==> src/rtl/seq_divider.sv <==
// Multi-cycle unsigned radix-2 restoring divider with valid/ready handshakes.
// A zero divisor skips iteration and returns an all-ones quotient with the dividend as remainder.
module seq_divider #(
    parameter int WIDTH = 4
) (
    input  logic             clk,
    input  logic             rst_n,
    input  logic             in_valid,
    output logic             in_ready,
    input  logic [WIDTH-1:0] dividend,
    input  logic [WIDTH-1:0] divisor,
    output logic             out_valid,
    input  logic             out_ready,
    output logic [WIDTH-1:0] quotient,
    output logic [WIDTH-1:0] remainder,
    output logic             div_by_zero
);

    localparam int CW = (WIDTH > 2) ? $clog2(WIDTH) : 1;
    localparam logic [CW-1:0] LAST_ITER = CW'(WIDTH - 1);

    typedef enum logic [1:0] {
        IDLE = 2'b00,
        CALC = 2'b01,
        DONE = 2'b10
    } state_t;

    state_t           state_r;
    logic [CW-1:0]    cnt_r;
    logic [WIDTH-1:0] divisor_r;
    logic [WIDTH-1:0] rem_r;
    logic [WIDTH-1:0] quo_r;
    logic [WIDTH-1:0] quotient_r;
    logic [WIDTH-1:0] remainder_r;
    logic             dbz_r;
    logic             in_ready_r;
    logic             out_valid_r;

    logic [WIDTH:0]   trial_s;
    logic [WIDTH-1:0] rem_next_s;
    logic [WIDTH-1:0] quo_next_s;

    // One restoring step: the trial value keeps the shifted-out bit so the compare never loses a carry.
    always_comb begin
        trial_s = {rem_r, quo_r[WIDTH-1]};
        if (trial_s >= {1'b0, divisor_r}) begin
            rem_next_s = trial_s[WIDTH-1:0] - divisor_r;
            quo_next_s = {quo_r[WIDTH-2:0], 1'b1};
        end else begin
            rem_next_s = trial_s[WIDTH-1:0];
            quo_next_s = {quo_r[WIDTH-2:0], 1'b0};
        end
    end

    // Control FSM, working registers and registered result/handshake outputs.
    always_ff @(posedge clk or negedge rst_n) begin
        if (!rst_n) begin
            state_r     <= IDLE;
            cnt_r       <= {CW{1'b0}};
            divisor_r   <= {WIDTH{1'b0}};
            rem_r       <= {WIDTH{1'b0}};
            quo_r       <= {WIDTH{1'b0}};
            quotient_r  <= {WIDTH{1'b0}};
            remainder_r <= {WIDTH{1'b0}};
            dbz_r       <= 1'b0;
            in_ready_r  <= 1'b1;
            out_valid_r <= 1'b0;
        end else begin
            case (state_r)
                IDLE: begin
                    if (in_valid && in_ready_r) begin
                        divisor_r  <= divisor;
                        cnt_r      <= {CW{1'b0}};
                        rem_r      <= {WIDTH{1'b0}};
                        quo_r      <= dividend;
                        in_ready_r <= 1'b0;
                        if (divisor == {WIDTH{1'b0}}) begin
                            state_r     <= DONE;
                            out_valid_r <= 1'b1;
                            quotient_r  <= {WIDTH{1'b1}};
                            remainder_r <= dividend;
                            dbz_r       <= 1'b1;
                        end else begin
                            state_r <= CALC;
                        end
                    end else begin
                        state_r <= IDLE;
                    end
                end
                CALC: begin
                    rem_r <= rem_next_s;
                    quo_r <= quo_next_s;
                    if (cnt_r == LAST_ITER) begin
                        state_r     <= DONE;
                        cnt_r       <= {CW{1'b0}};
                        out_valid_r <= 1'b1;
                        quotient_r  <= quo_next_s;
                        remainder_r <= rem_next_s;
                        dbz_r       <= 1'b0;
                    end else begin
                        cnt_r <= cnt_r + CW'(1);
                    end
                end
                DONE: begin
                    if (out_ready) begin
                        state_r     <= IDLE;
                        out_valid_r <= 1'b0;
                        in_ready_r  <= 1'b1;
                    end else begin
                        state_r <= DONE;
                    end
                end
                default: begin
                    state_r     <= IDLE;
                    in_ready_r  <= 1'b1;
                    out_valid_r <= 1'b0;
                end
            endcase
        end
    end

    assign in_ready    = in_ready_r;
    assign out_valid   = out_valid_r;
    assign quotient    = quotient_r;
    assign remainder   = remainder_r;
    assign div_by_zero = dbz_r;

endmodule

==> config.mk <==
export PLATFORM = sky130hd
export DESIGN_NAME = seq_divider
export DESIGN_NICKNAME = d
export VERILOG_FILES = /design/src/rtl/seq_divider.sv
export SDC_FILE = /design/constraint.sdc
export NUM_CORES = 1
export LEC_CHECK = 0
export ABC_AREA = 1
export CORE_MARGIN = 1
export CORE_UTILIZATION = 44
export CTS_CLUSTER_SIZE = 20
export DETAILED_ROUTE_END_ITERATION = 7
export PLACE_DENSITY_LB_ADDON = 0.3
export REMOVE_ABC_BUFFERS = 1
export SYNTH_ARGS = -nofsm -noshare
export SYNTH_HDL_FRONTEND = slang
export SYNTH_SLANG_ARGS = --single-unit
export TNS_END_PERCENT = 100
==> constraint.sdc <==
create_clock -name clk -period 3.1 [get_ports clk]
set_clock_uncertainty 0.1 [all_clocks]
set_input_delay 0.62 -clock clk [delete_from_list [all_inputs] [get_ports clk]]
set_output_delay 0.62 -clock clk [all_outputs]
set_load 0.01 [all_outputs]
## Word level (Yosys, flattened, before mapping)

Index checks and enable logic that the tools add are counted.

- Register bits after elaboration: 27
- Bits in latches: 0
- Bits in writable memories: 0
- ROM bits: 0
- Input bits: 12
- Output and inout bits: 11
- Word-level logic and storage cells: 62
- Memories kept: 0

- Add/sub/neg operators: 2
- Multiply operators: 0
- Div/mod/pow operators: 0
- $lt $le $gt $ge: 1
- Equal/unequal tests: 7
- Shift-type cells: 0
- Multiplexer cells: 32
- Bitwise gates (word level): 1
- Reduce and logical (&&, ||, !) cells: 9

Operator list:

| operator | count |
|---|---|
| $mux W4 | 9 |
| $pmux W4 S2 | 4 |
| $mux W2 | 6 |
| $mux W1 | 8 |
| $ne A2 B2 Y1 const B | 4 |
| $reduce_and A4 Y1 | 2 |
| $pmux W1 S3 | 2 |
| $pmux W2 S3 | 1 |
| $ge A5 B4 Y1 | 1 |
| $eq A2 B2 Y1 const B | 2 |
| $logic_not A4 Y1 | 1 |
| $pmux W2 S2 | 1 |
| $reduce_and A2 Y1 | 2 |
| $sub A4 B4 Y4 | 1 |
| $reduce_and A3 Y1 | 1 |
| $add A2 B1 Y2 const B | 1 |
| $eq A2 B1 Y1 const B | 1 |
| $logic_not A2 Y1 | 1 |
| $pmux W1 S2 | 1 |
| $reduce_bool A2 Y1 | 1 |
| $logic_and A1 B1 Y1 | 1 |
| $not A1 Y1 | 1 |

## Longest topological paths before layout

- Depth after elaboration: 4
- Depth in mapped cells: 12
- Depth with buffers taken out: 12

## Worst setup path before layout

Ideal clock, no wire load.

- Path kind: reg-to-reg
- Start: reg rem_r[1]
- End: reg remainder_r[3] (netlist: remainder[3])
- Library setup time: 0.112 ns
- Arrival time: 1.427 ns
- Data required time: 2.888 ns
- Path slack: 1.461 ns
- Cell stages (with the launch flop): 10
- Path buffers: 0
- Clock period less this slack: 1.639 ns
- Path through: dfrtp_1 ha_1 a21oi_1 nand2_1 nand2_1 nand2_2 nand3_1 nand3_1 nand2_1 inv_2

- Cells in the longest elaborated chain, start to end: 4
- Elaborated cells on any way between the ends: 5
- Those cells by class: add/sub (1); order compare (1); mux (3)

RTL lines:

| what | RTL line | source |
|---|---|---|
| start, declared | 31 | `logic [WIDTH-1:0] rem_r;` |
| start signal, assigned | 61 | `rem_r <= {WIDTH{1'b0}};` |
| start signal, assigned | 74 | `rem_r <= {WIDTH{1'b0}};` |
| start signal, assigned | 91 | `rem_r <= rem_next_s;` |
| $sub A4 B4 Y4 or $ge A5 B4 Y1 (tied branches) | 47, 46 |  |
| $mux W4 * | 46 | `if (trial_s >= {1'b0, divisor_r}) begin` |
| $mux W4 * | 93 | `if (cnt_r == LAST_ITER) begin` |
| $pmux W4 S2 * | 69 | `case (state_r)` |
| end signal, assigned | 64 | `remainder_r <= {WIDTH{1'b0}};` |
| end signal, assigned | 81 | `remainder_r <= dividend;` |
| end signal, assigned | 98 | `remainder_r <= rem_next_s;` |
| end, declared | 34 | `logic [WIDTH-1:0] remainder_r;` |

Every way passes the cells marked *; elsewhere a longest branch is shown, timed or not. The select of a mux whose other input is x is not followed.
A chain may end at the register's enable or synchronous reset.

## Final worst setup path

- Start: reg in_ready_r (netlist: in_ready)
- End: out in_ready

RTL lines:

| what | RTL line | source |
|---|---|---|
| start, declared | 36 | `logic in_ready_r;` |
| start signal, assigned | 66 | `in_ready_r <= 1'b1;` |
| start signal, assigned | 76 | `in_ready_r <= 1'b0;` |
| start signal, assigned | 108 | `in_ready_r <= 1'b1;` |
| end, declared | 9 | `output logic in_ready,` |

No word-level cell between the ends.

==> impl_summary.md <==
Timing
The final-layout worst hold slack is 399.2 ps. At the pin with the least slew margin, the transition time is 346.5 ps. The minimum period implied by the final worst setup slack is 2185 ps.

The achievable clock frequency is 0.4577 GHz. In the final timing run, aggregate negative setup slack is 0 ps. The count of final max-slew check failures was 0.

The portion of the clock cycle consumed by the worst path in the final layout is 70.47%. The worst pin sits at a relative slew slack of 76.90%. Setup violations remaining at the end of the flow were counted as 0. Setup repair after global routing left no endpoint under its margin. The number of failing hold endpoints at the final stage was 0.

Synth
By area the synthesized netlist is led by sky130_fd_sc_hd__dfrtp_1, sky130_fd_sc_hd__nand2_1, sky130_fd_sc_hd__inv_1, sky130_fd_sc_hd__nand3_1, sky130_fd_sc_hd__ha_1. The adder-cell share of the synthesized area is 5.769%. The post-synthesis cell type count is 25. The synthesized area divided by synthesized cell count is 8.133 µm². The largest family of logic cells by synthesized area is simple AND/OR/NAND/NOR gates. The share of the synthesized area in compound gates (AO/OA/AOI/OAI) is 8.217%. The share of the synthesized area in the top cell type is 45.45%. The total number of yosys warnings is 0.

After synthesis, flip-flops and latches occupy 47.29% of the total area. The mapped netlist covers 0.001431 mm². The number of standard cells after synthesis is 176. After Yosys synthesis, and, or, nand and nor cells account for 27.19% of the synthesized area. The share of cell area taken by muxes after synthesis is 0%. The synthesized-area fraction occupied by xor and xnor cells is 0.6119%. After synthesis the netlist holds a flip-flop and latch count of 27. The synthesized design spends more area on one cell type than any other, namely sky130_fd_sc_hd__dfrtp_1.

Power and ir drop
The reported leakage power is 0.8993 nW. Net switching is 44.84% of the power. Combinational logic burns 54.9% of the power. The internal power consumption is 0.0009656 W. Registers are responsible for 36.0% of the overall power. The ratio of total power to cell area is 1025 mW/mm².

In this run the power spent charging and discharging nets is 0.0007850 W. Across the VDD grid, the largest voltage drop is 0.6766 mV. In this run, the clock network consumes 9.1% of the power.

Clock network
The clock network latency to the later pin of the worst-skew pair is 340 ps. Clock-pin slew was measured on the worst setup and hold paths at 160 ps. Buffers inserted to repair hold after CTS numbered 0. The clock net sink count is 27. The clock tree buffer depth is 2. Clock tree synthesis inserted a total of 3 buffers. In this run the number of H-tree levels came out at 1. The CTS tree is yes. Post-CTS timing repair inserted 0 buffers for setup.

The number of gates resized after CTS was 0. The tree is rooted in a sky130_fd_sc_hd__clkbuf_4.

Critical path
Among cell families on the critical path, the largest total delay comes from flip-flops. The startpoint identified for the worst register-to-register timing path is divisor_r[2]$_DFFE_PN0P_. STA classifies the critical path endpoint as a primary output. The type of element launching the critical path is a flip-flop. The endpoint arrival time on the critical path is 1460 ps. The highest-delay cell along the critical path is sky130_fd_sc_hd__dfstp_2. The largest stage delay on the critical path is 580 ps. The worst setup path is of the flip-flop to primary output kind. The maximum net fanout on the critical path is 4.

For the worst flop-to-flop path, the logic depth is 10. Traced cell by cell, the critical path runs through clkdlybuf4s50_1. Counting both buffers and inverters, the worst setup path holds a total of 1.

The end of the worst register-to-register path is remainder[1]$_DFFE_PN0P_. The worst reg-to-reg setup slack is 1220 ps. The required time at the worst-slack endpoint is 2380 ps.

Cells and area
The fill cell instance count of the final layout is 288. The sequential cells in the finished layout cover a total of 676.9 µm². The repair_antennas step left the layout with diodes totalling 0. Summing all multi-input logic gate instances after layout gives 598.1 µm². Relative to the synthesized area, the layout overhead comes to 19.32%. Excluding fillers, the count of instances in the completed layout stands at 244. The number of nets in the finished design is 219. Of the cells placed in the final design, the portion with a size suffix greater than 1 is 8.500%.

Global route
The via count of the first global-routing pass was 1128. For this run, the total global-route usage over all layers was measured as 18.35%. The total global routing overflow is 0. The first global-routing pass estimated 4836 µm of wire. Entering global routing, the biggest net connects 28 pins. The initial antenna violation count is 0.

Run
The max-cap violation count is 0.

Floorplan
In this run the horizontal extent of the chip is 59.04 µm. The area of the die is 0.003485 mm². In this run the core area contains 20 standard-cell rows. The count of boundary I/O pins is 23. Once the floorplan was initialized, standard cells occupied 46.50% of the core. After floorplanning, the core was sized to cover 0.003078 mm². The die outline height is 59.04 µm.

Place
The number of cells in the design after placement is 240. The number of buffer cells added on primary ports is 22. The congestion estimate from routability-driven global placement came to 0.8513. The post-detailed-placement half-perimeter wirelength is 2078 µm.

Worst hold path
The worst hold path was traced through 2 stages. The class of the tightest hold or removal check is flip-flop to flip-flop. In this run the most critical hold path is launched from div_by_zero$_DFFE_PN0P_.

For hold timing, the worst endpoint is div_by_zero$_DFFE_PN0P_.

Route
Summing over every cut layer, the via total after detailed routing is 1173. The count of routing violations after the opening detailed-route iteration is 51. The final routed DRC violation total is 0. The first-pass iteration count of the detailed router is 4. Dividing the detail-routed wire length by the instance count gives 11.33 µm.

The via count normalized by instance count is 4.807. The overall routed net length is 2765 µm. The remaining antenna violation count after routing is 0.

Outcome
The run finished with clean final reports.
state kept, by name, indices dropped and copies added (netlist names):
register     flops
quo_r            4
rem_r            4
div_by_zero      1
state_r          2
quotient         4
remainder        4
cnt_r            2
in_ready         1
divisor_r        4
out_valid        1
placed cells by master, fill, tap and decap left out:
cell / n
sky130_fd_sc_hd__nand2_1: 41
sky130_fd_sc_hd__inv_1: 27
sky130_fd_sc_hd__dfrtp_1: 26
sky130_fd_sc_hd__clkdlybuf4s50_1: 22
sky130_fd_sc_hd__nand3_1: 16
sky130_fd_sc_hd__nor2_1: 13
sky130_fd_sc_hd__o21ai_0: 7
sky130_fd_sc_hd__o21ai_1: 6
sky130_fd_sc_hd__nand4_1: 5
sky130_fd_sc_hd__a21oi_1: 5
sky130_fd_sc_hd__ha_1: 5
sky130_fd_sc_hd__inv_2: 3
sky130_fd_sc_hd__nand2_2: 3
sky130_fd_sc_hd__a31oi_1: 3
sky130_fd_sc_hd__clkbuf_4: 3
sky130_fd_sc_hd__nand2_4: 2
sky130_fd_sc_hd__nor3_1: 2
sky130_fd_sc_hd__nor2_2: 1
sky130_fd_sc_hd__clkinv_1: 1
sky130_fd_sc_hd__inv_4: 1
sky130_fd_sc_hd__xor2_1: 1
sky130_fd_sc_hd__or2_1: 1
sky130_fd_sc_hd__a22o_1: 1
sky130_fd_sc_hd__nor2_4: 1
sky130_fd_sc_hd__fa_1: 1
sky130_fd_sc_hd__clkinv_2: 1
sky130_fd_sc_hd__dfstp_2: 1
sky130_fd_sc_hd__buf_4: 1
how the worst max path moves through the flow:
stage / from / end / slack [ps] / depth (start not counted)
floorplan: rem_r[1]$_DFFE_PN0P_ / remainder[3]$_DFFE_PN0P_ / 1460 / 9
finish: in_ready$_DFFE_PN1P_ / in_ready / 920 / 1
detailed placement: in_valid / remainder[2]$_DFFE_PN0P_ / 980 / 10
global placement: in_valid / remainder[3]$_DFFE_PN0P_ / 1010 / 10
CTS: in_ready$_DFFE_PN1P_ / in_ready / 900 / 1
global route: in_ready$_DFFE_PN1P_ / in_ready / 870 / 1
tightest hold or removal path, cell delays in order (launching register included):
cell                      delay, ps
sky130_fd_sc_hd__dfrtp_1        380
sky130_fd_sc_hd__nand2_1         50
sky130_fd_sc_hd__nand2_1         40
stage by stage:
step | total power (W) | setup WS, ps | util (%) | area (µm²)
2_1_floorplan | 0.001277 | 1461 | - | 1398
3_3_place_gp | 0.001574 | 1009 | 54.59 | 1680
3_5_place_dp | 0.001603 | 979.1 | 54.59 | 1680
4_1_cts | 0.001766 | 903.7 | 55.49 | 1708
5_1_grt | 0.001934 | 869.7 | 55.49 | 1708
6_report | 0.001751 | 915.3 | 55.49 | 1708
Yosys cell counts:
library cell,number
sky130_fd_sc_hd__nand2_2,3
sky130_fd_sc_hd__inv_1,27
sky130_fd_sc_hd__dfrtp_1,26
sky130_fd_sc_hd__nand3_1,16
sky130_fd_sc_hd__a22o_1,1
sky130_fd_sc_hd__dfstp_2,1
sky130_fd_sc_hd__nand4_1,5
sky130_fd_sc_hd__a31oi_1,3
sky130_fd_sc_hd__inv_2,3
sky130_fd_sc_hd__nor2_2,1
sky130_fd_sc_hd__nor3_1,2
sky130_fd_sc_hd__ha_1,5
sky130_fd_sc_hd__a21oi_1,5
sky130_fd_sc_hd__clkinv_1,1
sky130_fd_sc_hd__o21ai_0,7
sky130_fd_sc_hd__nand2_1,41
sky130_fd_sc_hd__nand2_4,2
sky130_fd_sc_hd__nor2_1,13
sky130_fd_sc_hd__buf_6,3
sky130_fd_sc_hd__inv_4,1
sky130_fd_sc_hd__fa_1,1
sky130_fd_sc_hd__or2_1,1
sky130_fd_sc_hd__nor2_4,1
sky130_fd_sc_hd__o21ai_1,6
sky130_fd_sc_hd__xor2_1,1
per-layer routing:
metal	global-route usage [%]	share of wire, %	up-vias
li1	-	-	605
met1	24.40	49	541
met2	29.71	47	23
met3	3.493	2.9	4
met4	7.143	1.6	0
met5	0	0	-
kinds of logic after synthesis:
family | after synthesis
AO/OA/AOI/OAI | 22
XOR/XNOR | 1
adder cells (fa/ha/maj) | 6
buffers and inverters | 35
flip-flops | 27
AND/OR/NAND/NOR | 85
layout make-up:
cell class	count	share of cell area (%)
timing repair buffer	23	13.33
tap	44	3.223
inverter	32	7.180
clock buffer	3	1.319
multi-input combinational	114	35.02
clock inverter	1	0.2930
sequential	27	39.63
power by group through the flow:
stage,clock (W),combinational [W],sequential (W)
2_1_floorplan,0,0.000627,0.000649
3_3_place_gp,0,0.000939,0.000635
3_5_place_dp,0,0.000967,0.000637
4_1_cts,0.000166,0.000970,0.000630
5_1_grt,0.000174,0.00111,0.000653
6_report,0.000160,0.000961,0.000630
Note: power is estimated with default switching activity, not from simulation.
